==> config.mk <==
export PLATFORM = sky130hd
export DESIGN_NAME = weight_fetch_ctrl
export DESIGN_NICKNAME = d
export VERILOG_FILES = /design/src/rtl/weight_fetch_ctrl_pkg.sv /design/src/rtl/weight_fetch_ctrl_packer.sv /design/src/rtl/weight_fetch_ctrl.sv
export SDC_FILE = /design/constraint.sdc
export NUM_CORES = 1
export LEC_CHECK = 0
export BUFFER_PORTS_ARGS = -buffer_cell sky130_fd_sc_hd__buf_2
export CAP_MARGIN = 10
export CORE_MARGIN = 3
export CORE_UTILIZATION = 49
export DETAILED_ROUTE_END_ITERATION = 10
export GPL_TIMING_DRIVEN = 0
export PLACE_DENSITY_LB_ADDON = 0.15
export SKIP_LAST_GASP = 1
export SYNTH_ARGS = -nofsm -noshare
export SYNTH_HDL_FRONTEND = slang
export SYNTH_SLANG_ARGS = --single-unit
==> constraint.sdc <==
create_clock -name clk -period 3.6 [get_ports clk]
set_input_delay 0.18 -clock clk [delete_from_list [all_inputs] [get_ports clk]]
set_output_delay 0.18 -clock clk [all_outputs]
set_load 0.02 [all_outputs]
==> src/rtl/weight_fetch_ctrl_pkg.sv <==
// ============================================================================
// weight_fetch_ctrl_pkg : shared types and defaults for the weight fetch sequencer
// Revision: 1.0
// ============================================================================
`default_nettype none

package weight_fetch_ctrl_pkg;

  localparam int DEF_WEIGHT_WIDTH = 8;
  localparam int DEF_KERNEL_SIZE  = 9;
  localparam int DEF_CH_WIDTH     = 8;
  localparam int MAX_CH_NUM       = 64;

  typedef enum logic [2:0] {
    ST_IDLE    = 3'd0,
    ST_ISSUE   = 3'd1,
    ST_COLLECT = 3'd2,
    ST_OUTPUT  = 3'd3,
    ST_DONE    = 3'd4
  } wfc_state_e;

endpackage

`default_nettype wire

==> src/rtl/weight_fetch_ctrl_packer.sv <==
// ============================================================================
// weight_kernel_packer : counts streamed weight beats and drops each into its slot
// Revision: 1.0
// ============================================================================
`default_nettype none

module weight_kernel_packer #(
  parameter int WEIGHT_WIDTH = 8,
  parameter int KERNEL_SIZE  = 9
) (
  input  logic                              clk,
  input  logic                              rst,
  input  logic                              clear,
  input  logic                              wr_en,
  input  logic [WEIGHT_WIDTH-1:0]           wr_data,
  output logic [WEIGHT_WIDTH*KERNEL_SIZE-1:0] kern_data,
  output logic                              last_beat
);

  localparam int BEAT_W = $clog2(KERNEL_SIZE + 1);

  logic [BEAT_W-1:0]                    beat_q, beat_d;
  logic [WEIGHT_WIDTH*KERNEL_SIZE-1:0]  data_q, data_d;

  always_comb begin
    beat_d = beat_q;
    data_d = data_q;
    if (clear) begin
      beat_d = '0;
    end else if (wr_en) begin
      for (int k = 0; k < KERNEL_SIZE; k++) begin
        if (beat_q == BEAT_W'(k)) begin
          data_d[k*WEIGHT_WIDTH +: WEIGHT_WIDTH] = wr_data;
        end
      end
      beat_d = beat_q + BEAT_W'(1);
    end
  end

  always_ff @(posedge clk or posedge rst) begin
    if (rst) begin
      beat_q <= '0;
      data_q <= '0;
    end else begin
      beat_q <= beat_d;
      data_q <= data_d;
    end
  end

  assign kern_data = data_q;
  assign last_beat = wr_en && (beat_q == BEAT_W'(KERNEL_SIZE - 1));

endmodule

`default_nettype wire

==> src/rtl/weight_fetch_ctrl.sv <==
// ============================================================================
// weight_fetch_ctrl : walks (out_ch, in_ch) pairs, fetches and packs each kernel
// Optional: WFC_STALL_CNT_EN adds stat_stall_cycles back-pressure counter.
// Revision: 1.0
// ============================================================================
`default_nettype none

module weight_fetch_ctrl
  import weight_fetch_ctrl_pkg::*;
#(
  parameter int WEIGHT_WIDTH = DEF_WEIGHT_WIDTH,
  parameter int KERNEL_SIZE  = DEF_KERNEL_SIZE,
  parameter int CH_WIDTH     = DEF_CH_WIDTH
) (
  input  logic                                clk,
  input  logic                                rst,
  input  logic                                cfg_start,
  input  logic [CH_WIDTH-1:0]                 cfg_in_ch_num,
  input  logic [CH_WIDTH-1:0]                 cfg_out_ch_num,
  output logic                                busy,
  output logic                                done,
  output logic                                mem_start,
  output logic [CH_WIDTH-1:0]                 mem_in_ch,
  output logic [CH_WIDTH-1:0]                 mem_out_ch,
  input  logic [WEIGHT_WIDTH-1:0]             mem_weight,
  input  logic                                mem_valid,
  output logic                                mem_ready,
  output logic [WEIGHT_WIDTH*KERNEL_SIZE-1:0] kern_data,
  output logic [CH_WIDTH-1:0]                 kern_in_ch,
  output logic [CH_WIDTH-1:0]                 kern_out_ch,
  output logic                                kern_last,
  output logic                                kern_valid,
  input  logic                                kern_ready
`ifdef WFC_STALL_CNT_EN
  ,
  output logic [31:0]                         stat_stall_cycles
`endif
);

  wfc_state_e          state_q, state_d;
  logic [CH_WIDTH-1:0] in_num_q, in_num_d, out_num_q, out_num_d;
  logic [CH_WIDTH-1:0] ic_q, ic_d, oc_q, oc_d;
  logic [CH_WIDTH-1:0] mem_in_ch_q, mem_in_ch_d, mem_out_ch_q, mem_out_ch_d;
  logic [CH_WIDTH-1:0] kern_in_ch_q, kern_in_ch_d, kern_out_ch_q, kern_out_ch_d;
  logic                busy_q, busy_d, done_q, done_d;
  logic                mem_start_q, mem_start_d, mem_ready_q, mem_ready_d;
  logic                kern_valid_q, kern_valid_d, kern_last_q, kern_last_d;

  logic                ic_wrap, at_last_pair;
  logic [CH_WIDTH-1:0] ic_next, oc_next;
  logic                pack_clear, pack_wr_en, pack_last;

  assign ic_wrap      = (ic_q == in_num_q - CH_WIDTH'(1));
  assign at_last_pair = ic_wrap && (oc_q == out_num_q - CH_WIDTH'(1));
  assign ic_next      = ic_wrap ? '0 : ic_q + CH_WIDTH'(1);
  assign oc_next      = ic_wrap ? oc_q + CH_WIDTH'(1) : oc_q;

  // Beat counter restarts while the fetch request is on the bus.
  assign pack_clear = (state_q == ST_ISSUE);
  assign pack_wr_en = mem_valid && mem_ready_q;

  weight_kernel_packer #(
    .WEIGHT_WIDTH (WEIGHT_WIDTH),
    .KERNEL_SIZE  (KERNEL_SIZE)
  ) u_packer (
    .clk       (clk),
    .rst       (rst),
    .clear     (pack_clear),
    .wr_en     (pack_wr_en),
    .wr_data   (mem_weight),
    .kern_data (kern_data),
    .last_beat (pack_last)
  );

  always_comb begin
    state_d       = state_q;
    in_num_d      = in_num_q;
    out_num_d     = out_num_q;
    ic_d          = ic_q;
    oc_d          = oc_q;
    mem_in_ch_d   = mem_in_ch_q;
    mem_out_ch_d  = mem_out_ch_q;
    kern_in_ch_d  = kern_in_ch_q;
    kern_out_ch_d = kern_out_ch_q;
    kern_last_d   = kern_last_q;
    done_d        = 1'b0;
    mem_start_d   = 1'b0;
    mem_ready_d   = 1'b0;
    kern_valid_d  = 1'b0;

    case (state_q)
      ST_IDLE: begin
        if (cfg_start) begin
          in_num_d     = cfg_in_ch_num;
          out_num_d    = cfg_out_ch_num;
          ic_d         = '0;
          oc_d         = '0;
          mem_in_ch_d  = '0;
          mem_out_ch_d = '0;
          if (cfg_in_ch_num == '0 || cfg_out_ch_num == '0) begin
            state_d = ST_DONE;
            done_d  = 1'b1;
          end else begin
            state_d     = ST_ISSUE;
            mem_start_d = 1'b1;
          end
        end
      end
      ST_ISSUE: begin
        state_d     = ST_COLLECT;
        mem_ready_d = 1'b1;
      end
      ST_COLLECT: begin
        if (pack_last) begin
          state_d       = ST_OUTPUT;
          kern_valid_d  = 1'b1;
          kern_in_ch_d  = ic_q;
          kern_out_ch_d = oc_q;
          kern_last_d   = at_last_pair;
        end else begin
          mem_ready_d = 1'b1;
        end
      end
      ST_OUTPUT: begin
        if (kern_ready) begin
          kern_last_d = 1'b0;
          if (kern_last_q) begin
            state_d = ST_DONE;
            done_d  = 1'b1;
          end else begin
            state_d      = ST_ISSUE;
            mem_start_d  = 1'b1;
            ic_d         = ic_next;
            oc_d         = oc_next;
            mem_in_ch_d  = ic_next;
            mem_out_ch_d = oc_next;
          end
        end else begin
          kern_valid_d = 1'b1;
        end
      end
      ST_DONE: begin
        state_d = ST_IDLE;
      end
      default: begin
        state_d = ST_IDLE;
      end
    endcase

    busy_d = (state_d != ST_IDLE);
  end

  always_ff @(posedge clk or posedge rst) begin
    if (rst) begin
      state_q       <= ST_IDLE;
      in_num_q      <= '0;
      out_num_q     <= '0;
      ic_q          <= '0;
      oc_q          <= '0;
      mem_in_ch_q   <= '0;
      mem_out_ch_q  <= '0;
      kern_in_ch_q  <= '0;
      kern_out_ch_q <= '0;
      kern_last_q   <= 1'b0;
      busy_q        <= 1'b0;
      done_q        <= 1'b0;
      mem_start_q   <= 1'b0;
      mem_ready_q   <= 1'b0;
      kern_valid_q  <= 1'b0;
    end else begin
      state_q       <= state_d;
      in_num_q      <= in_num_d;
      out_num_q     <= out_num_d;
      ic_q          <= ic_d;
      oc_q          <= oc_d;
      mem_in_ch_q   <= mem_in_ch_d;
      mem_out_ch_q  <= mem_out_ch_d;
      kern_in_ch_q  <= kern_in_ch_d;
      kern_out_ch_q <= kern_out_ch_d;
      kern_last_q   <= kern_last_d;
      busy_q        <= busy_d;
      done_q        <= done_d;
      mem_start_q   <= mem_start_d;
      mem_ready_q   <= mem_ready_d;
      kern_valid_q  <= kern_valid_d;
    end
  end

  assign busy        = busy_q;
  assign done        = done_q;
  assign mem_start   = mem_start_q;
  assign mem_in_ch   = mem_in_ch_q;
  assign mem_out_ch  = mem_out_ch_q;
  assign mem_ready   = mem_ready_q;
  assign kern_in_ch  = kern_in_ch_q;
  assign kern_out_ch = kern_out_ch_q;
  assign kern_last   = kern_last_q;
  assign kern_valid  = kern_valid_q;

`ifdef WFC_STALL_CNT_EN
  logic [31:0] stall_cnt_q, stall_cnt_d;

  always_comb begin
    stall_cnt_d = stall_cnt_q;
    if (state_q == ST_IDLE && cfg_start) begin
      stall_cnt_d = '0;
    end else if (kern_valid_q && !kern_ready && stall_cnt_q != '1) begin
      stall_cnt_d = stall_cnt_q + 32'd1;
    end
  end

  always_ff @(posedge clk or posedge rst) begin
    if (rst) begin
      stall_cnt_q <= '0;
    end else begin
      stall_cnt_q <= stall_cnt_d;
    end
  end

  assign stat_stall_cycles = stall_cnt_q;
`endif

endmodule

`default_nettype wire
# == After elaboration in Yosys (flattened, before gate mapping) ==
# Index checks and enable logic that the tools add are counted.
# totals
in_bits,29
register_bits,133
# op_classes
reduce_logical,26
eq_ne,18
bitwise,1
n_addsub,5
mux,35
# ops
cell,n
$mux W8,7
$pmux W8 S2,2
$reduce_and A3 Y1,10
$add A8 B1 Y8 const B,2
$eq A4 B3 Y1 const B,4
$eq A8 B8 Y1,2
$logic_not A8 Y1,2
$sub A8 B1 Y8 const B,2
$mux W3,5
$mux W1,13
$pmux W3 S4,1
$pmux W1 S2,5
$eq A4 B2 Y1 const B,2
$mux W4,2
$ne A2 B2 Y1 const B,4
$eq A3 B2 Y1 const B,2
$reduce_bool A2 Y1,3
$reduce_and A5 Y1,1
$add A4 B1 Y4 const B,1
$eq A4 B1 Y1 const B,1
$eq A4 B4 Y1 const B,1
$logic_not A4 Y1,1
$ne A4 B4 Y1 const B,1
$reduce_and A2 Y1,2
7 further kinds,9

# == Logic depth before layout (Yosys ltp) ==
# Gate-level depths: netlist of the first run.
# logic_depth
ltp_word,6
depth_mapped,9
mapped_depth_nobuf,8

# == Hierarchy ==
# A second synthesis of the first run with hierarchy kept.
# unflattened
cells_unflattened,476
area_unflattened_um2,6013.3
# by_module_without_submodules
mod,n_inst,seq_area_each_um2,cells_per_inst,area_per_inst_um2
weight_kernel_packer,1,1901.8,185,3020.4
weight_fetch_ctrl,1,1426.4,291,2992.9

# == Worst setup path after synthesis of the first run ==
# Ideal clock, no wire load.
# synth_path
path_type,register to register
startpoint,register in_num_q[2]
endpoint,register mem_out_ch_q[0] (netlist: mem_out_ch[0])
n_path_buf,0
t_arrival_ns,2.163
setup_time_ns,0.128
required_time_ns,3.472
stages_incl_launch_ff,7
period_less_slack_ns,2.291
slack_ns,1.309
cell_sequence,dfrtp_1 -> or3_4 -> o31a_1 -> nor4_2 -> o2111ai_2 -> a21oi_4 -> mux2_1
# synth_via
elab_chain_cells,4
# synth_lines
element,line_no,rtl
start: declaration,weight_fetch_ctrl.sv:41,"logic [CH_WIDTH-1:0] in_num_q, in_num_d, out_num_q, out_num_d;"
start signal: assignment,weight_fetch_ctrl.sv:172,in_num_q <= in_num_d;
$sub A8 B1 Y8,weight_fetch_ctrl.sv:53,assign ic_wrap = (ic_q == in_num_q - CH_WIDTH'(1));
$eq A8 B8 Y1,weight_fetch_ctrl.sv:53,
$ne A4 B4 Y1 (no line),--,
$reduce_and A5 Y1 (no line),--,
end signal: assignment,weight_fetch_ctrl.sv:177,mem_out_ch_q <= mem_out_ch_d;
end: declaration,weight_fetch_ctrl.sv:43,"logic [CH_WIDTH-1:0] mem_in_ch_q, mem_in_ch_d, mem_out_ch_q, mem_out_ch_d;"
# No other way between the ends.
# A chain may end at the register's enable or synchronous reset.

# == Worst setup path after layout of the first run ==
# layout_path
startpoint,register u_packer.beat_q[0]
endpoint,register kern_out_ch_q[0] (netlist: kern_out_ch[0])
# layout_via
elab_chain_cells,3
# layout_lines
element,line_no,rtl
start: declaration,weight_fetch_ctrl_packer.sv:22,"logic [BEAT_W-1:0] beat_q, beat_d;"
start signal: assignment,weight_fetch_ctrl_packer.sv:45,beat_q <= beat_d;
$eq A4 B4 Y1,weight_fetch_ctrl_packer.sv:51,assign last_beat = wr_en && (beat_q == BEAT_W'(KERNEL_SIZE - 1));
$logic_and A1 B1 Y1,weight_fetch_ctrl_packer.sv:51,
$reduce_and A2 Y1 (no line),--,
end signal: assignment,weight_fetch_ctrl.sv:179,kern_out_ch_q <= kern_out_ch_d;
end: declaration,weight_fetch_ctrl.sv:44,"logic [CH_WIDTH-1:0] kern_in_ch_q, kern_in_ch_d, kern_out_ch_q, kern_out_ch_d;"
# No other way between the ends.

==> load_flow_metrics.sql, run 1 <==
INSERT INTO impl_metrics (metric_group, metric, value, unit) VALUES
('worst_setup_path', 'critical_path.max_fanout', '10', ''),
('detailed_routing', 'drt_iter0_markers', '260', ''),
('detailed_routing', 'antenna_left', '0', ''),
('pwr', 'pwr-share-comb', '35.7', '%'),
('timing', 'rsz0062_at_grt', 'false', ''),
('floorplan', 'row_count', '39', ''),
('yosys', 'synthMuxAreaShare', '15.9', '%'),
('hold_path', 'min_path_type', 'input pin to register', ''),
('global_routing', 'vias_in_the_first_global_route', '4529', ''),
('finish', 'layout.cells.most_common', 'sky130_fd_sc_hd__buf_2', ''),
('finish', 'final_area', '7680', 'µm²'),
('yosys', 'dominant_register_cell_in_the_synthesized_netlist', 'sky130_fd_sc_hd__dfrtp_1', ''),
('yosys', 'synth_cell_type_count', '51', ''),
('timing', 'clock.fmax', '0.362', 'GHz'),
('yosys', 'post_synth_main_area_contributors', 'sky130_fd_sc_hd__dfrtp_1 (56%), sky130_fd_sc_hd__mux2_2 (15%), sky130_fd_sc_hd__nand2_1 (6.0%)', ''),
('timing', 'layout_min_cycle_time', '2.76', 'ns'),
('yosys', 'yosys_register_bits', '133', ''),
('timing', 'final_min_period_over_clock_period', '76.7', '%'),
('pwr', 'switching_power_share_of_the_total', '36.2', '%'),
('detailed_routing', 'routedWlPerCell', '16.7', 'µm'),
('finish', 'nFillCells', '926', ''),
('pwr', 'clkPwrFrac', '28.1', '%'),
('worst_setup_path', 'start_kind', 'register', ''),
('yosys', 'synth_compound_gate_area_share', '6.13', '%'),
('clock_network', 'clock-root-buffer', 'sky130_fd_sc_hd__clkbuf_16', ''),
('placement', 'gp_congestion', '0.861', ''),
('clock_network', 'tritoncts', 'done', ''),
('worst_setup_path', 'worst_path_dominant_cell_family', 'buffers and inverters', ''),
('run_status', 'status', 'finished, final reports clean', ''),
('floorplan', 'boundaryPins', '139', ''),
('timing', 'count_of_final_max_slew_check_failures', '0', ''),
('finish', 'layout_overhead_on_the_synthesized_area', '29.3', '%'),
('clock_network', 'cts-buffers-inserted', '17', ''),
('global_routing', 'grt_pass1_wl', '22.8', 'mm'),
('worst_setup_path', 'worstPathCellList', 'inv_1 -> ha_1 -> nand4bb_1 -> nor4b_1 -> clkbuf_1 -> buf_2 -> mux2_2', ''),
('yosys', 'synth_xor_area_share', '3.83', '%'),
('clock_network', 'htreeDepth', '4', ''),
('timing', 'setup_ws', '0.837', 'ns'),
('floorplan', 'die_y', '116', 'µm'),
('timing', 'setup-violations-final', '0', ''),
('global_routing', 'global_route.usage.total', '22.0', '%'),
('detailed_routing', 'post_drt_via_cell_ratio', '5.43', ''),
('yosys', 'postSynth.asyncResetShare', '100', '%'),
('worst_setup_path', 'critical_path_required', '3.90', 'ns'),
('timing', 'maxSlewHeadroom', '35.8', '%'),
('yosys', 'yosys.area_share.adder', '1.68', '%'),
('yosys', 'synth.avg_cell_area', '11.6', 'µm²'),
('timing', 'tightestPinTransition', '0.960', 'ns'),
('yosys', 'synth.yosys.seq_area_share', '56.0', '%'),
('global_routing', 'global_route.overflow_total', '0', ''),
('placement', 'io_buffer_count', '138', ''),
('worst_setup_path', 'crit_buf_inv', '3', ''),
('detailed_routing', 'drt-total-wl', '14.1', 'mm'),
('pwr', 'seq_power_share', '36.2', '%'),
('clock_network', 'path_clk_slew', '0.06', 'ns'),
('finish', 'layoutNonFillerInstCount', '844', ''),
('pwr', 'finalPower', '6.52', 'mW'),
('finish', 'commonest_cells_after_routing_fill_and_taps_aside', 'sky130_fd_sc_hd__buf_2 (142), sky130_fd_sc_hd__dfrtp_1 (133), sky130_fd_sc_hd__nand2_1 (95)', ''),
('hold_path', 'min_path_cells', '3', ''),
('worst_setup_path', 'critical_path.endpoint_type', 'register', ''),
('global_routing', 'antenna_found_initial', '0', ''),
('placement', 'post-dp-hpwl', '9.95', 'mm'),
('worst_setup_path', 'timing.reg2reg.worst_path_depth', '7', ''),
('yosys', 'post-synth-top-area-cell', 'sky130_fd_sc_hd__dfrtp_1', ''),
('floorplan', 'design.die.area', '13500', 'µm²'),
('floorplan', 'chipWidth', '116', 'µm'),
('pwr', 'ir_worst_vdd', '0.334', 'mV'),
('timing', 'final.setup_skew', '0.00545', 'ns'),
('finish', 'antenna_cells', '0', ''),
('yosys', 'synth_cells', '511', ''),
('yosys', 'combinational_family_with_the_most_area_after_synthesis', 'multiplexers', '');
==> synthesized netlist by cell type (2+ instances only) <==
master	number
sky130_fd_sc_hd__and3_1	5
sky130_fd_sc_hd__nand2_1	95
sky130_fd_sc_hd__or2_2	3
sky130_fd_sc_hd__inv_1	12
sky130_fd_sc_hd__nor2_1	18
sky130_fd_sc_hd__nor3b_1	2
sky130_fd_sc_hd__xnor2_1	17
sky130_fd_sc_hd__nor4b_1	2
sky130_fd_sc_hd__nand3b_1	4
sky130_fd_sc_hd__o21bai_1	2
sky130_fd_sc_hd__ha_1	8
sky130_fd_sc_hd__nand4b_1	3
sky130_fd_sc_hd__a2111o_1	3
sky130_fd_sc_hd__buf_2	4
sky130_fd_sc_hd__a31o_2	2
sky130_fd_sc_hd__nor4_1	9
sky130_fd_sc_hd__o21ai_0	18
sky130_fd_sc_hd__xor2_1	9
sky130_fd_sc_hd__mux2_2	80
sky130_fd_sc_hd__a32o_1	2
sky130_fd_sc_hd__mux2i_1	3
sky130_fd_sc_hd__dfrtp_1	133
sky130_fd_sc_hd__nand4_1	8
sky130_fd_sc_hd__nor3_1	12
sky130_fd_sc_hd__nand3_1	8
sky130_fd_sc_hd__a21oi_1	13
sky130_fd_sc_hd__clkbuf_1	12
==> worst paths after layout <==
path                                   startpoint                     end  slack (ns)
max                            u_packer.beat_q[0]          kern_out_ch[0]        0.84
min                                     cfg_start                    busy        0.03
max reg2reg                    u_packer.beat_q[0]          kern_out_ch[0]        0.84
min reg2reg                u_packer.kern_data[65]  u_packer.kern_data[65]        0.47
max in group asynchronous                     rst           mem_out_ch[0]        2.38
min in group asynchronous                     rst  u_packer.kern_data[26]        0.39
==> cell families after synthesis <==
| kind of cell | count (synthesis) |
|---|---|
| multiplexers | 84 |
| flip-flops | 133 |
| AND/OR/NAND/NOR | 177 |
| adder cells (fa/ha/maj) | 8 |
| buffers and inverters | 31 |
| XOR/XNOR | 26 |
| AO/OA/AOI/OAI | 52 |
==> stage by stage <==
step           utilization (%)  hold slack [ns]
4_1_cts                   66.1           0.0103
2_1_floorplan                -            0.276
3_5_place_dp              59.2            0.288
6_report                  66.1           0.0289
5_1_grt                   66.1           0.0402
3_3_place_gp              58.7            0.387
==> power by group through the flow <==
stage | clock, mW | sequential, mW | combinational (mW)
after floorplan | 0 | 2.81 | 1.14
after global placement | 0 | 2.35 | 2.26
after detailed placement | 0 | 2.38 | 2.32
after CTS | 1.87 | 2.36 | 2.35
after global routing | 1.93 | 2.43 | 2.56
final | 1.83 | 2.36 | 2.33
==> state kept, by name, summed over array words and instances (netlist names) <==
register            count
done                    1
u_packer.beat_q         4
kern_valid              1
mem_ready               1
kern_last               1
busy                    1
mem_start               1
in_num_q                8
mem_out_ch              8
state_q                 3
mem_in_ch               8
out_num_q               8
kern_out_ch             8
u_packer.kern_data     72
kern_in_ch              8
==> area by class of cell <==
cell class                      instances  share of cell area (%)
Buffer                                 18                    1.04
Multi-Input combinational cell        347                    32.3
Inverter                               13                   0.684
Tap cell                              143                    2.33
Sequential cell                       133                    43.3
Clock buffer                           20                    5.95
Timing Repair Buffer                  158                    12.0
Clock inverter                         12                    2.31
==> per-layer routing <==
metal | up-vias | routed length, µm | global-route usage, %
li1 | 2153 | - | -
met3 | 26 | 771 | 5.23
met2 | 150 | 7130 | 38.2
met5 | - | 0 | 0
met4 | 0 | 278 | 8.89
met1 | 2251 | 5930 | 26.5
==> what timing repair did <==
action,4_1_cts,5_1_grt
buffers inserted,0,0
endpoints found under the hold margin,42,0
hold buffers,17,0
==> tightest hold or removal path, stage by stage <==
cell and delay [ns]:
sky130_fd_sc_hd__buf_2 0.11, sky130_fd_sc_hd__nor3_1 0.05, sky130_fd_sc_hd__nor2_1 0.07
Power figures use the tool's default switching activity.
==> inputs of run 2 (changes only) <==
--- a/config.mk
+++ b/config.mk
@@ -5,10 +5,11 @@
 export SDC_FILE = /design/constraint.sdc
 export NUM_CORES = 1
 export LEC_CHECK = 0
+export ABC_AREA = 1
 export BUFFER_PORTS_ARGS = -buffer_cell sky130_fd_sc_hd__buf_2
 export CAP_MARGIN = 10
 export CORE_MARGIN = 3
-export CORE_UTILIZATION = 49
+export CORE_UTILIZATION = 50
 export DETAILED_ROUTE_END_ITERATION = 10
 export GPL_TIMING_DRIVEN = 0
 export PLACE_DENSITY_LB_ADDON = 0.15
==> constraint.sdc (replaced) <==
create_clock -name clk -period 2.6 [get_ports clk]
set_input_delay 0.13 -clock clk [delete_from_list [all_inputs] [get_ports clk]]
set_output_delay 0.13 -clock clk [all_outputs]
set_load 0.02 [all_outputs]
==> run 2 against run 1 <==
Effect of this change: design area down 1.1%; global-route usage rose by 2.4 points; sequential power up 33%.
==> load_flow_metrics.sql, run 2 <==
INSERT INTO impl_metrics (metric_group, metric, value, unit) VALUES
('worst_setup_path', 'rrSetupSlack', '0.57', 'ns'),
('detailed_routing', 'drt-pass1-iter-count', '5', ''),
('detailed_routing', 'routedWlPerCell', '15.3', 'µm'),
('global_routing', 'antenna_found_initial', '0', ''),
('clock_network', 'cts-buffers-inserted', '17', ''),
('worst_setup_path', 'critical_path_required', '2.90', 'ns'),
('detailed_routing', 'drt-total-wl', '15.5', 'mm'),
('pwr', 'powerDensity', '1120', 'nW/µm²'),
('worst_setup_path', 'start_kind', 'register', ''),
('worst_setup_path', 'cpPeakStageDelay', '0.39', 'ns'),
('clock_network', 'cts_buffer_depth', '2', ''),
('worst_setup_path', 'crit_path_frequent_cell', 'sky130_fd_sc_hd__nand2_1', ''),
('floorplan', 'boundaryPins', '139', ''),
('yosys', 'yosys_register_bits', '133', ''),
('timing', 'layout_min_cycle_time', '2.03', 'ns'),
('timing', 'tightestPinTransition', '0.594', 'ns'),
('yosys', 'synth_edf_count', '0', ''),
('clock_network', 'htreeDepth', '4', ''),
('pwr', 'switching_power_share_of_the_total', '38.3', '%'),
('hold_path', 'min_path_type', 'input pin to register', ''),
('clock_network', 'clock-root-buffer', 'sky130_fd_sc_hd__clkbuf_16', ''),
('yosys', 'synth_top_cells_by_count', 'sky130_fd_sc_hd__nand2_1 (215), sky130_fd_sc_hd__dfrtp_1 (133), sky130_fd_sc_hd__o21ai_0 (61)', ''),
('timing', 'clock.fmax', '0.492', 'GHz'),
('pwr', 'switching_power', '3.25', 'mW'),
('timing', 'rsz0062_at_grt', 'false', ''),
('finish', 'nFillCells', '938', ''),
('clock_network', 'post_cts_hold_buffer_count', '17', ''),
('timing', 'count_of_final_max_slew_check_failures', '0', ''),
('finish', 'layout_overhead_on_the_synthesized_area', '28.4', '%'),
('finish', 'drive_above_1_share', '23.9', '%'),
('floorplan', 'start_util', '51.6', '%'),
('detailed_routing', 'detailroute.via_count', '5218', ''),
('timing', 'fin_setup_tns', '0', 'ns'),
('pwr', 'pwr-share-comb', '35.5', '%'),
('detailed_routing', 'post_drt_via_cell_ratio', '5.17', ''),
('global_routing', 'global_route.usage.total', '24.4', '%'),
('pwr', 'seq_power_share', '36.9', '%'),
('pwr', 'finalPower', '8.49', 'mW'),
('floorplan', 'design.die.area', '13200', 'µm²'),
('run', 'maxcap_viol_count', '0', ''),
('finish', 'largest_register_ffs', '72', ''),
('yosys', 'dominant_register_cell_in_the_synthesized_netlist', 'sky130_fd_sc_hd__dfrtp_1', ''),
('finish', 'antenna_cells', '0', ''),
('global_routing', 'vias_in_the_first_global_route', '5096', ''),
('yosys', 'synth_cells', '679', ''),
('yosys', 'netlist.area_leader.share', '56.3', '%'),
('global_routing', 'pin_count_of_the_biggest_net_entering_global_routing', '44', ''),
('yosys', 'synthesis.area', '5910', 'µm²'),
('worst_setup_path', 'worst_path_dominant_cell_family', 'simple AND/OR/NAND/NOR gates', ''),
('worst_setup_path', 'crit_arrival', '2.33', 'ns'),
('placement', 'io_buffer_count', '138', ''),
('floorplan', 'die_y', '115', 'µm'),
('run_status', 'status', 'finished, final reports clean', ''),
('clock_network', 'cts.repair_timing.setup_buffer_count', '0', ''),
('finish', 'commonest_cells_after_routing_fill_and_taps_aside', 'sky130_fd_sc_hd__nand2_1 (215), sky130_fd_sc_hd__buf_2 (144), sky130_fd_sc_hd__dfrtp_1 (133)', ''),
('yosys', 'syn-num-nets', '716', ''),
('timing', 'setup-violations-final', '0', ''),
('floorplan', 'core-area', '11500', 'µm²'),
('yosys', 'post-synth-top-area-cell', 'sky130_fd_sc_hd__dfrtp_1', ''),
('global_routing', 'grt_pass1_wl', '25.0', 'mm'),
('yosys', 'yosysMostFrequentCell', 'sky130_fd_sc_hd__nand2_1', ''),
('clock_network', 'path_clk_slew', '0.05', 'ns'),
('timing', 'maxSlewHeadroom', '60.3', '%'),
('detailed_routing', 'antenna_left', '0', ''),
('worst_setup_path', 'worstPathCellList', 'inv_2 -> ha_1 -> nand3_1 -> nor2_1 -> nand2_1 -> nand2_1 -> nand2_1 -> nor2_1 -> nand2_1 -> nand2_2 -> nand2_2 -> nor2b_1', ''),
('pwr', 'ir_worst_vdd', '0.694', 'mV'),
('yosys', 'ys.warnings.count', '0', ''),
('timing', 'report.final.hold_viol_count', '0', ''),
('worst_setup_path', 'critical_path.max_fanout', '9', ''),
('placement', 'gp_congestion', '0.821', ''),
('global_routing', 'global_route.overflow_total', '0', ''),
('yosys', 'post_synth_main_area_contributors', 'sky130_fd_sc_hd__dfrtp_1 (56%), sky130_fd_sc_hd__nand2_1 (14%), sky130_fd_sc_hd__o21ai_0 (5.2%)', ''),
('timing', 'final_min_period_over_clock_period', '78.1', '%'),
('worst_setup_path', 'crit_buf_inv', '1', ''),
('pwr', 'internal_power', '5.24', 'mW'),
('clock_network', 'clock_latency_reported_for_the_late_side_of_the_worst_skew_pair', '0.41', 'ns'),
('finish', 'design.final.nets', '893', ''),
('clock_network', 'tritoncts', 'done', ''),
('yosys', 'synth_cell_type_count', '31', ''),
('yosys', 'synth.avg_cell_area', '8.71', 'µm²'),
('clock_network', 'clock_sinks', '133', ''),
('detailed_routing', 'drc', '0', ''),
('placement', 'post-dp-hpwl', '11.1', 'mm'),
('timing', 'final.setup_skew', '0.00595', 'ns'),
('pwr', 'leakagePower', '4.05', 'nW'),
('yosys', 'postSynth.asyncResetShare', '100', '%'),
('worst_setup_path', 'critical-path-slowest-cell', 'sky130_fd_sc_hd__dfrtp_1', ''),
('worst_setup_path', 'critical_path.endpoint_type', 'register', ''),
('pwr', 'clkPwrFrac', '27.6', '%'),
('clock_network', 'post_cts_resize_count', '0', ''),
('yosys', 'synth.yosys.seq_area_share', '56.3', '%'),
('floorplan', 'row_count', '39', ''),
('timing', 'fin_hold_ws', '0.0744', 'ns'),
('finish', 'layout.cells.most_common', 'sky130_fd_sc_hd__nand2_1', ''),
('floorplan', 'chipWidth', '115', 'µm'),
('worst_setup_path', 'critical_path_class', 'register to register', ''),
('detailed_routing', 'drt_iter0_markers', '338', '');
-- run 2: cell types whose count changed in the layout (fill, tap and decap cells not counted), sizes merged, moves of 10 or more --
cell	change
nand2	+123
o21ai	+85
mux2	-81
inv	+47
nand3	+36
nor2	+30
xnor2	-13
buf	+10
-- run 2: final cells by class --
class | count | area, µm² | area share [%]
repair buffers | 158 | 921 | 12.1
multi-input cells | 469 | 2250 | 29.6
plain buffers | 18 | 116 | 1.53
clock inverters | 4 | 70.1 | 0.923
flip-flops and latches | 133 | 3330 | 43.8
inverters | 59 | 228 | 3.00
clock buffers | 25 | 505 | 6.66
well taps | 143 | 179 | 2.36
-- run 2: tightest hold or removal path: cells and delay by family --
kind	cells	cell delay [ns]
buffers and inverters	2	0.16
AO/OA/AOI/OAI	1	0.15
-- run 2: stage by stage --
step	cell area (µm²)	instances	setup WS [ns]	utilization, %
2_1_floorplan	5920	679	0.819	-
3_3_place_gp	6790	960	0.0744	59.2
3_5_place_dp	6850	963	0.600	59.7
4_1_cts	7590	1009	0.588	66.2
5_1_grt	7590	1009	0.359	66.2
6_report	7590	1009	0.570	66.2
-- run 2: cells by family (layout without fill, tap and decap cells) --
group	count (synthesis)	count (layout)	share of synthesized area (%)
AOI/OAI and AO/OA	113	113	9.65
xor gates and xnor gates	18	18	2.67
buffers and inverters	77	264	5.75
adders and majority gates	8	8	1.69
DFF	133	133	56.3
and+or+nand+nor	330	330	24.0
-- run 2: per-layer routing --
metal,global-route usage (%),vias to the layer above,part of all wire [%]
met5,0,-,0
met4,10.6,0,2.0
met2,43.1,155,51
li1,-,2546,-
met1,29.1,2489,42
met3,4.79,28,5.3
-- run 2: final timing paths --
kind / from / endpoint / cells after the start
max: in_num_q[0] / mem_in_ch[5] / 12
min: kern_ready / state_q[2] / 3
max reg2reg: in_num_q[0] / mem_in_ch[5] / 12
min reg2reg: kern_in_ch[7] / kern_in_ch[7] / 2
max in group asynchronous: rst / in_num_q[6] / 4
min in group asynchronous: rst / u_packer.kern_data[14] / 3
-- run 2: power groups by stage --
stage          registers (mW)  logic [mW]  clock network, mW
5_1_grt                  3.20        3.39               2.46
2_1_floorplan            3.63        1.54                  0
6_report                 3.13        3.02               2.34
3_5_place_dp             3.15        2.99                  0
3_3_place_gp             3.13        2.91                  0
4_1_cts                  3.12        3.04               2.36
